$ cat src/rtl/note_osc_if.sv
// Bus between the octave-divisor/keyboard stage and the note oscillator bank.
// The master side supplies divisors and keys; the slave side produces waves and samples.
interface note_osc_if #(
   parameter int DIV_W = 18,
   parameter int MIX_W = 4
);
   logic [DIV_W-1:0] div0;
   logic [DIV_W-1:0] div1;
   logic [DIV_W-1:0] div2;
   logic [DIV_W-1:0] div3;
   logic [DIV_W-1:0] div4;
   logic [DIV_W-1:0] div5;
   logic [DIV_W-1:0] div6;
   logic [DIV_W-1:0] div7;
   logic [DIV_W-1:0] div8;
   logic [DIV_W-1:0] div9;
   logic [DIV_W-1:0] div10;
   logic [DIV_W-1:0] div11;
   logic [11:0]      keys;
   logic [11:0]      wave;
   logic [MIX_W-1:0] mix;
   logic [MIX_W-1:0] sample;
   logic             sample_valid;

   modport master (
      output div0, div1, div2, div3, div4, div5,
      output div6, div7, div8, div9, div10, div11,
      output keys,
      input  wave, mix, sample, sample_valid
   );

   modport slave (
      input  div0, div1, div2, div3, div4, div5,
      input  div6, div7, div8, div9, div10, div11,
      input  keys,
      output wave, mix, sample, sample_valid
   );
endinterface

$ cat src/rtl/note_oscillator_bank.sv
// Twelve keyed half-period square-wave voices, a registered voice-count mix,
// and a periodic sample strobe feeding the DAC/PWM stage.
module note_oscillator_bank #(
   parameter int DIV_W      = 18,
   parameter int SAMPLE_DIV = 256,
   parameter int MIX_W      = 4
) (
   input  logic       clk,
   input  logic       rst,
   note_osc_if.slave  bus
);
   localparam int                 NV        = 12;
   localparam int                 SCNT_W    = $clog2(SAMPLE_DIV);
   localparam logic [SCNT_W-1:0]  SCNT_LAST = SCNT_W'(SAMPLE_DIV - 1);
   localparam logic [SCNT_W-1:0]  SCNT_ONE  = SCNT_W'(1);
   localparam logic [DIV_W-1:0]   DIV_ZERO  = DIV_W'(0);
   localparam logic [DIV_W-1:0]   DIV_ONE   = DIV_W'(1);

   logic [DIV_W-1:0]  div_s      [NV];
   logic [DIV_W-1:0]  cnt_r      [NV];
   logic [DIV_W-1:0]  cnt_nxt_s  [NV];
   logic [NV-1:0]     active_s;
   logic [NV-1:0]     wave_r;
   logic [NV-1:0]     wave_nxt_s;
   logic [MIX_W-1:0]  mix_r;
   logic [MIX_W-1:0]  sample_r;
   logic              sample_valid_r;
   logic [SCNT_W-1:0] scnt_r;

   function automatic logic [MIX_W-1:0] popcount12(input logic [NV-1:0] v);
      logic [MIX_W-1:0] acc;
      acc = {MIX_W{1'b0}};
      for (int i = 0; i < NV; i++) begin
         acc = acc + {{(MIX_W-1){1'b0}}, v[i]};
      end
      return acc;
   endfunction

   // Gather the per-note divisors into an indexable array.
   always_comb begin
      div_s[0]  = bus.div0;
      div_s[1]  = bus.div1;
      div_s[2]  = bus.div2;
      div_s[3]  = bus.div3;
      div_s[4]  = bus.div4;
      div_s[5]  = bus.div5;
      div_s[6]  = bus.div6;
      div_s[7]  = bus.div7;
      div_s[8]  = bus.div8;
      div_s[9]  = bus.div9;
      div_s[10] = bus.div10;
      div_s[11] = bus.div11;
   end

   // Per-voice next state; the >= compare lets a shrunken divisor wrap at once.
   always_comb begin
      active_s   = {NV{1'b0}};
      wave_nxt_s = wave_r;
      for (int i = 0; i < NV; i++) begin
         cnt_nxt_s[i] = cnt_r[i];
         active_s[i]  = bus.keys[i] && (div_s[i] != DIV_ZERO);
         if (!active_s[i]) begin
            cnt_nxt_s[i]  = DIV_ZERO;
            wave_nxt_s[i] = 1'b0;
         end else if (cnt_r[i] >= (div_s[i] - DIV_ONE)) begin
            cnt_nxt_s[i]  = DIV_ZERO;
            wave_nxt_s[i] = ~wave_r[i];
         end else begin
            cnt_nxt_s[i]  = cnt_r[i] + DIV_ONE;
            wave_nxt_s[i] = wave_r[i];
         end
      end
   end

   // Voice counter and wave registers.
   always_ff @(posedge clk) begin
      if (rst) begin
         for (int i = 0; i < NV; i++) begin
            cnt_r[i] <= DIV_ZERO;
         end
         wave_r <= {NV{1'b0}};
      end else begin
         for (int i = 0; i < NV; i++) begin
            cnt_r[i] <= cnt_nxt_s[i];
         end
         wave_r <= wave_nxt_s;
      end
   end

   // Mix counts the registered waves, so it trails them by one cycle.
   always_ff @(posedge clk) begin
      if (rst) begin
         mix_r <= {MIX_W{1'b0}};
      end else begin
         mix_r <= popcount12(wave_r);
      end
   end

   // Sample strobe: latch the mix once every SAMPLE_DIV cycles.
   always_ff @(posedge clk) begin
      if (rst) begin
         scnt_r         <= {SCNT_W{1'b0}};
         sample_r       <= {MIX_W{1'b0}};
         sample_valid_r <= 1'b0;
      end else if (scnt_r == SCNT_LAST) begin
         scnt_r         <= {SCNT_W{1'b0}};
         sample_r       <= mix_r;
         sample_valid_r <= 1'b1;
      end else begin
         scnt_r         <= scnt_r + SCNT_ONE;
         sample_r       <= sample_r;
         sample_valid_r <= 1'b0;
      end
   end

   assign bus.wave         = wave_r;
   assign bus.mix          = mix_r;
   assign bus.sample       = sample_r;
   assign bus.sample_valid = sample_valid_r;

endmodule

$ cat src/flat_wrapper.sv
// flat-port wrapper written by rule: the top's interface ports become plain ports
module note_oscillator_bank_flat 
#(
   parameter int DIV_W      = 18,
   parameter int SAMPLE_DIV = 256,
   parameter int MIX_W      = 4
)
  (clk, rst, bus_div0, bus_div1, bus_div2, bus_div3, bus_div4, bus_div5, bus_div6, bus_div7, bus_div8, bus_div9, bus_div10, bus_div11, bus_keys, bus_wave, bus_mix, bus_sample, bus_sample_valid);
  note_osc_if #(.DIV_W(DIV_W), .MIX_W(MIX_W)) bus_i ();
  input  logic clk;
  input  logic rst;
  input wire logic [$bits(bus_i.div0)-1:0] bus_div0;
  input wire logic [$bits(bus_i.div1)-1:0] bus_div1;
  input wire logic [$bits(bus_i.div2)-1:0] bus_div2;
  input wire logic [$bits(bus_i.div3)-1:0] bus_div3;
  input wire logic [$bits(bus_i.div4)-1:0] bus_div4;
  input wire logic [$bits(bus_i.div5)-1:0] bus_div5;
  input wire logic [$bits(bus_i.div6)-1:0] bus_div6;
  input wire logic [$bits(bus_i.div7)-1:0] bus_div7;
  input wire logic [$bits(bus_i.div8)-1:0] bus_div8;
  input wire logic [$bits(bus_i.div9)-1:0] bus_div9;
  input wire logic [$bits(bus_i.div10)-1:0] bus_div10;
  input wire logic [$bits(bus_i.div11)-1:0] bus_div11;
  input wire logic [$bits(bus_i.keys)-1:0] bus_keys;
  output wire logic [$bits(bus_i.wave)-1:0] bus_wave;
  output wire logic [$bits(bus_i.mix)-1:0] bus_mix;
  output wire logic [$bits(bus_i.sample)-1:0] bus_sample;
  output wire logic [$bits(bus_i.sample_valid)-1:0] bus_sample_valid;
  assign bus_i.div0 = bus_div0;
  assign bus_i.div1 = bus_div1;
  assign bus_i.div2 = bus_div2;
  assign bus_i.div3 = bus_div3;
  assign bus_i.div4 = bus_div4;
  assign bus_i.div5 = bus_div5;
  assign bus_i.div6 = bus_div6;
  assign bus_i.div7 = bus_div7;
  assign bus_i.div8 = bus_div8;
  assign bus_i.div9 = bus_div9;
  assign bus_i.div10 = bus_div10;
  assign bus_i.div11 = bus_div11;
  assign bus_i.keys = bus_keys;
  assign bus_wave = bus_i.wave;
  assign bus_mix = bus_i.mix;
  assign bus_sample = bus_i.sample;
  assign bus_sample_valid = bus_i.sample_valid;
  note_oscillator_bank #(.DIV_W(DIV_W), .SAMPLE_DIV(SAMPLE_DIV), .MIX_W(MIX_W)) u_core (.clk(clk), .rst(rst), .bus(bus_i));
endmodule
$ cat config.mk
export PLATFORM = sky130hd
export DESIGN_NAME = note_oscillator_bank_flat
export DESIGN_NICKNAME = d
export VERILOG_FILES = /design/src/rtl/note_osc_if.sv /design/src/rtl/note_oscillator_bank.sv /design/src/flat_wrapper.sv
export SDC_FILE = /design/constraint.sdc
export NUM_CORES = 1
export LEC_CHECK = 0
export BUFFER_PORTS_ARGS = -buffer_cell sky130_fd_sc_hd__buf_2
export CAP_MARGIN = 20
export CORE_ASPECT_RATIO = 0.6
export CORE_MARGIN = 4
export CORE_UTILIZATION = 43
export CTS_CLUSTER_SIZE = 16
export DETAILED_ROUTE_END_ITERATION = 8
export GPL_TIMING_DRIVEN = 0
export HOLD_SLACK_MARGIN = 0.08
export PLACE_DENSITY = 0.71
export REMOVE_ABC_BUFFERS = 1
export SLEW_MARGIN = 10
export SYNTH_ARGS = -nofsm -noshare
export SYNTH_HDL_FRONTEND = slang
export SYNTH_SLANG_ARGS = --single-unit
$ cat constraint.sdc
create_clock -name clk -period 4.66 [get_ports clk]
set_input_delay 0.932 -clock clk [delete_from_list [all_inputs] [get_ports clk]]
set_output_delay 0.932 -clock clk [all_outputs]
set_load 0.1 [all_outputs]
==> reports/metrics.cfg <==
[global_routing]
grt_pass1_vias = 15700
grt_pass1_wl_mm = 76.2
grt_usage_pct = 19.4
grt_start_max_net_pins = 19
grt_remaining_overflow = 0
antenna_found_initial = 9

[routing]
wl_met3_mm = 1.93
wl_per_cell_um = 15.1
route.met2.wl_mm = 21.5
top_layer_used = met4
first_pass_iters = 5
drt_iter0_markers = 974
drc_errors = 0
viasPerCell = 5.34
via_count = 16300
wl_met1_mm = 21.5
drtAntennaViolNets = 0
postRouteWirelength_mm = 46.1

[clocking]
root_buffer = clkbuf_16
cts.repair.resized = 0
clk_pin_slew_ps = 70
hold_buffers = 0
cts_sinks = 245
cts_made_buffers = 27
post_cts_buffers = 0
clock_tree.buffer_depth = 3
cts_tree = done
worstSkewPairLatency_ps = 550
htreeDepth = 1

[finish]
area_growth_pct = 15.4
fin_util_pct = 50.3
final_area_um2 = 21100
drive_gt1_share_pct = 13.0
fin_cells = 3055
nets = 2955

[sta]
finalHoldViolations = 0
fin_crit_ps = 4210
tns_ps = 0
rsz0062_at_grt = false
finalCritPeriodShare_pct = 90.3
max-slew-margin-rel_pct = 37.5
final-setup-viol-count = 0
report.final.slew_viol_count = 0
worst_pin_slew_ps = 937
holdWs_ps = 465
skew_ps = 17.8
clock.fmax_mhz = 238

[placement]
placed_area_um2 = 20200
port_buffers = 250
hpwl_mm = 37.2
placed_cells = 3002
place.gp.congestion = 0.871

[hold_path]
min_from = u_core.cnt_r[0][0]
hp-class = flop to flop
hold_end = u_core.cnt_r[0][0]
hold_depth = 1

[logic_synthesis]
synthFlopType = dfxtp_1
yosysWarnings = 0
netlist_area_um2 = 18300
synth_cells = 2201
synth_edf_count = 0
synth_async_sr_flop_share_pct = 0
synth.distinct_cells = 60
synth_seq_area_share_pct = 26.8
avgSynthCellArea_um2 = 8.31
synth_seq_cells = 245

[worst_setup_path]
path_max_fanout = 18
r2r-start = u_core.bus.wave[1]
rr_endpoint = u_core.bus.mix[2]
crit_type = input pin to flop
reg2reg_slack_ps = 1170
reg2reg_depth = 10
endpoint_kind = flop
crit_path_start_kind = input pin
required_ps = 5110
cp.arrival_ps = 4660

[status]
status = complete, no violations

[floorplanning]
die_w_um = 274
core_um2 = 41900
die_area_um2 = 46000
rows = 58
pin_count = 251
die_h_um = 168
start_util_pct = 43.6

[job]
max-cap-violations = 0

[pwr]
p_leak_nw = 8.74
power_density_nw_per_um2 = 236
vdd_drop_max_uv = 249

[layer usage]
| metal | vias up | track usage (%) |
|---|---|---|
| li1 | 8240 | - |
| met1 | 7709 | 26.3 |
| met2 | 291 | 32.6 |
| met3 | 86 | 2.84 |
| met4 | 0 | 5.03 |
| met5 | - | 0 |
[cell families (layout without fill, tap and decap cells)]
logic type | after synthesis | count (layout) | synth area share [%]
other | 0 | 4 | 0
multiplexers | 5 | 5 | 0.274
buffers and inverters | 108 | 388 | 2.37
XOR/XNOR | 385 | 385 | 18.4
flip-flops | 245 | 245 | 26.8
adder cells (fa/ha/maj) | 264 | 264 | 18.3
AND/OR/NAND/NOR | 992 | 992 | 26.4
AO/OA/AOI/OAI | 202 | 202 | 7.37
[power by group]
group	internal (W)	switching, W	total, W
Combinational	0.000238	0.000319	0.000556
Clock	0.00139	0.000918	0.00230
Sequential	0.00211	0.0000151	0.00212
[placed cells by master (no fill, tap or decap), types with 62 or more instances in the layout]
cell type    n
nor2_1     351
ha_1       257
buf_2      250
dfxtp_1    245
xnor2_1    200
xor2_1     185
nand2_1    150
nand3_1    143
inv_1       89
a21oi_1     81
nor3_1      78
nand4_1     62
[critical path: stages]
cell,delay [ps]
buf_2,130
nor4_1,510
nand2b_1,190
or4_1,590
nor2_1,150
xnor2_1,140
ha_1,270
a21o_1,180
a21o_1,170
a211oi_1,490
nand3_1,650
nor2_1,240
[cells in the mapped netlist (10+ instances only)]
cell type    n  area share, %
and3_1      37            1.3
nand2b_1    18           0.62
nor4_1      41            1.4
a21oi_1     81            2.2
xor2_1     185            8.9
or3_1       12           0.41
nand2_1    150            3.1
inv_1       89            1.8
dfxtp_1    245             27
nand4_1     62            2.1
nor2b_1     14           0.48
ha_1       257             18
and4_1      19           0.91
nor2_1     351            7.2
or4_1       13           0.53
clkbuf_1    12           0.25
nor3_1      78            2.1
a21o_1      30            1.2
nor2_2      10           0.34
o21ai_0     23           0.63
xnor2_1    200            9.6
nand3_1    143            3.9
[metrics by stage]
stage / power, W / setup WS, ps
floorplan: 0.00246 / 777
global placement: 0.00269 / 38.5
finish: 0.00498 / 454
global route: 0.00521 / 118
detailed placement: 0.00272 / -61.1
CTS: 0.00506 / 500
[final cells by class]
class | instances | area [um^2]
fillers | 4001 | 20800
multi-input cells | 1848 | 13000
flip-flops and latches | 245 | 4900
repair buffers | 250 | 1250
clock buffers | 33 | 728
well taps | 570 | 713
inverters | 89 | 334
clock inverters | 16 | 211
diodes | 4 | 10.0
[registers in the layout, summed over array words and instances (netlist names)]
name	cells
u_core.bus.sample	4
u_core.bus.wave	12
u_core.bus.sample_valid	1
u_core.scnt_r	8
u_core.cnt_r	216
u_core.bus.mix	4
[worst max path at each step]
stage	startpoint	end	slack, ps	depth (start not counted)
after floorplan	u_core.bus.wave[1]	u_core.bus.mix[2]	780	10
after global placement	bus_div2[4]	u_core.cnt_r[0][44]	40	12
after detailed placement	bus_div2[4]	u_core.cnt_r[0][52]	-60	12
after CTS	bus_div2[4]	u_core.cnt_r[0][36]	500	12
after global routing	bus_div2[4]	u_core.cnt_r[0][39]	120	12
final	bus_div2[4]	u_core.cnt_r[0][36]	450	12
No activity file was read; power rests on OpenSTA's default activity.
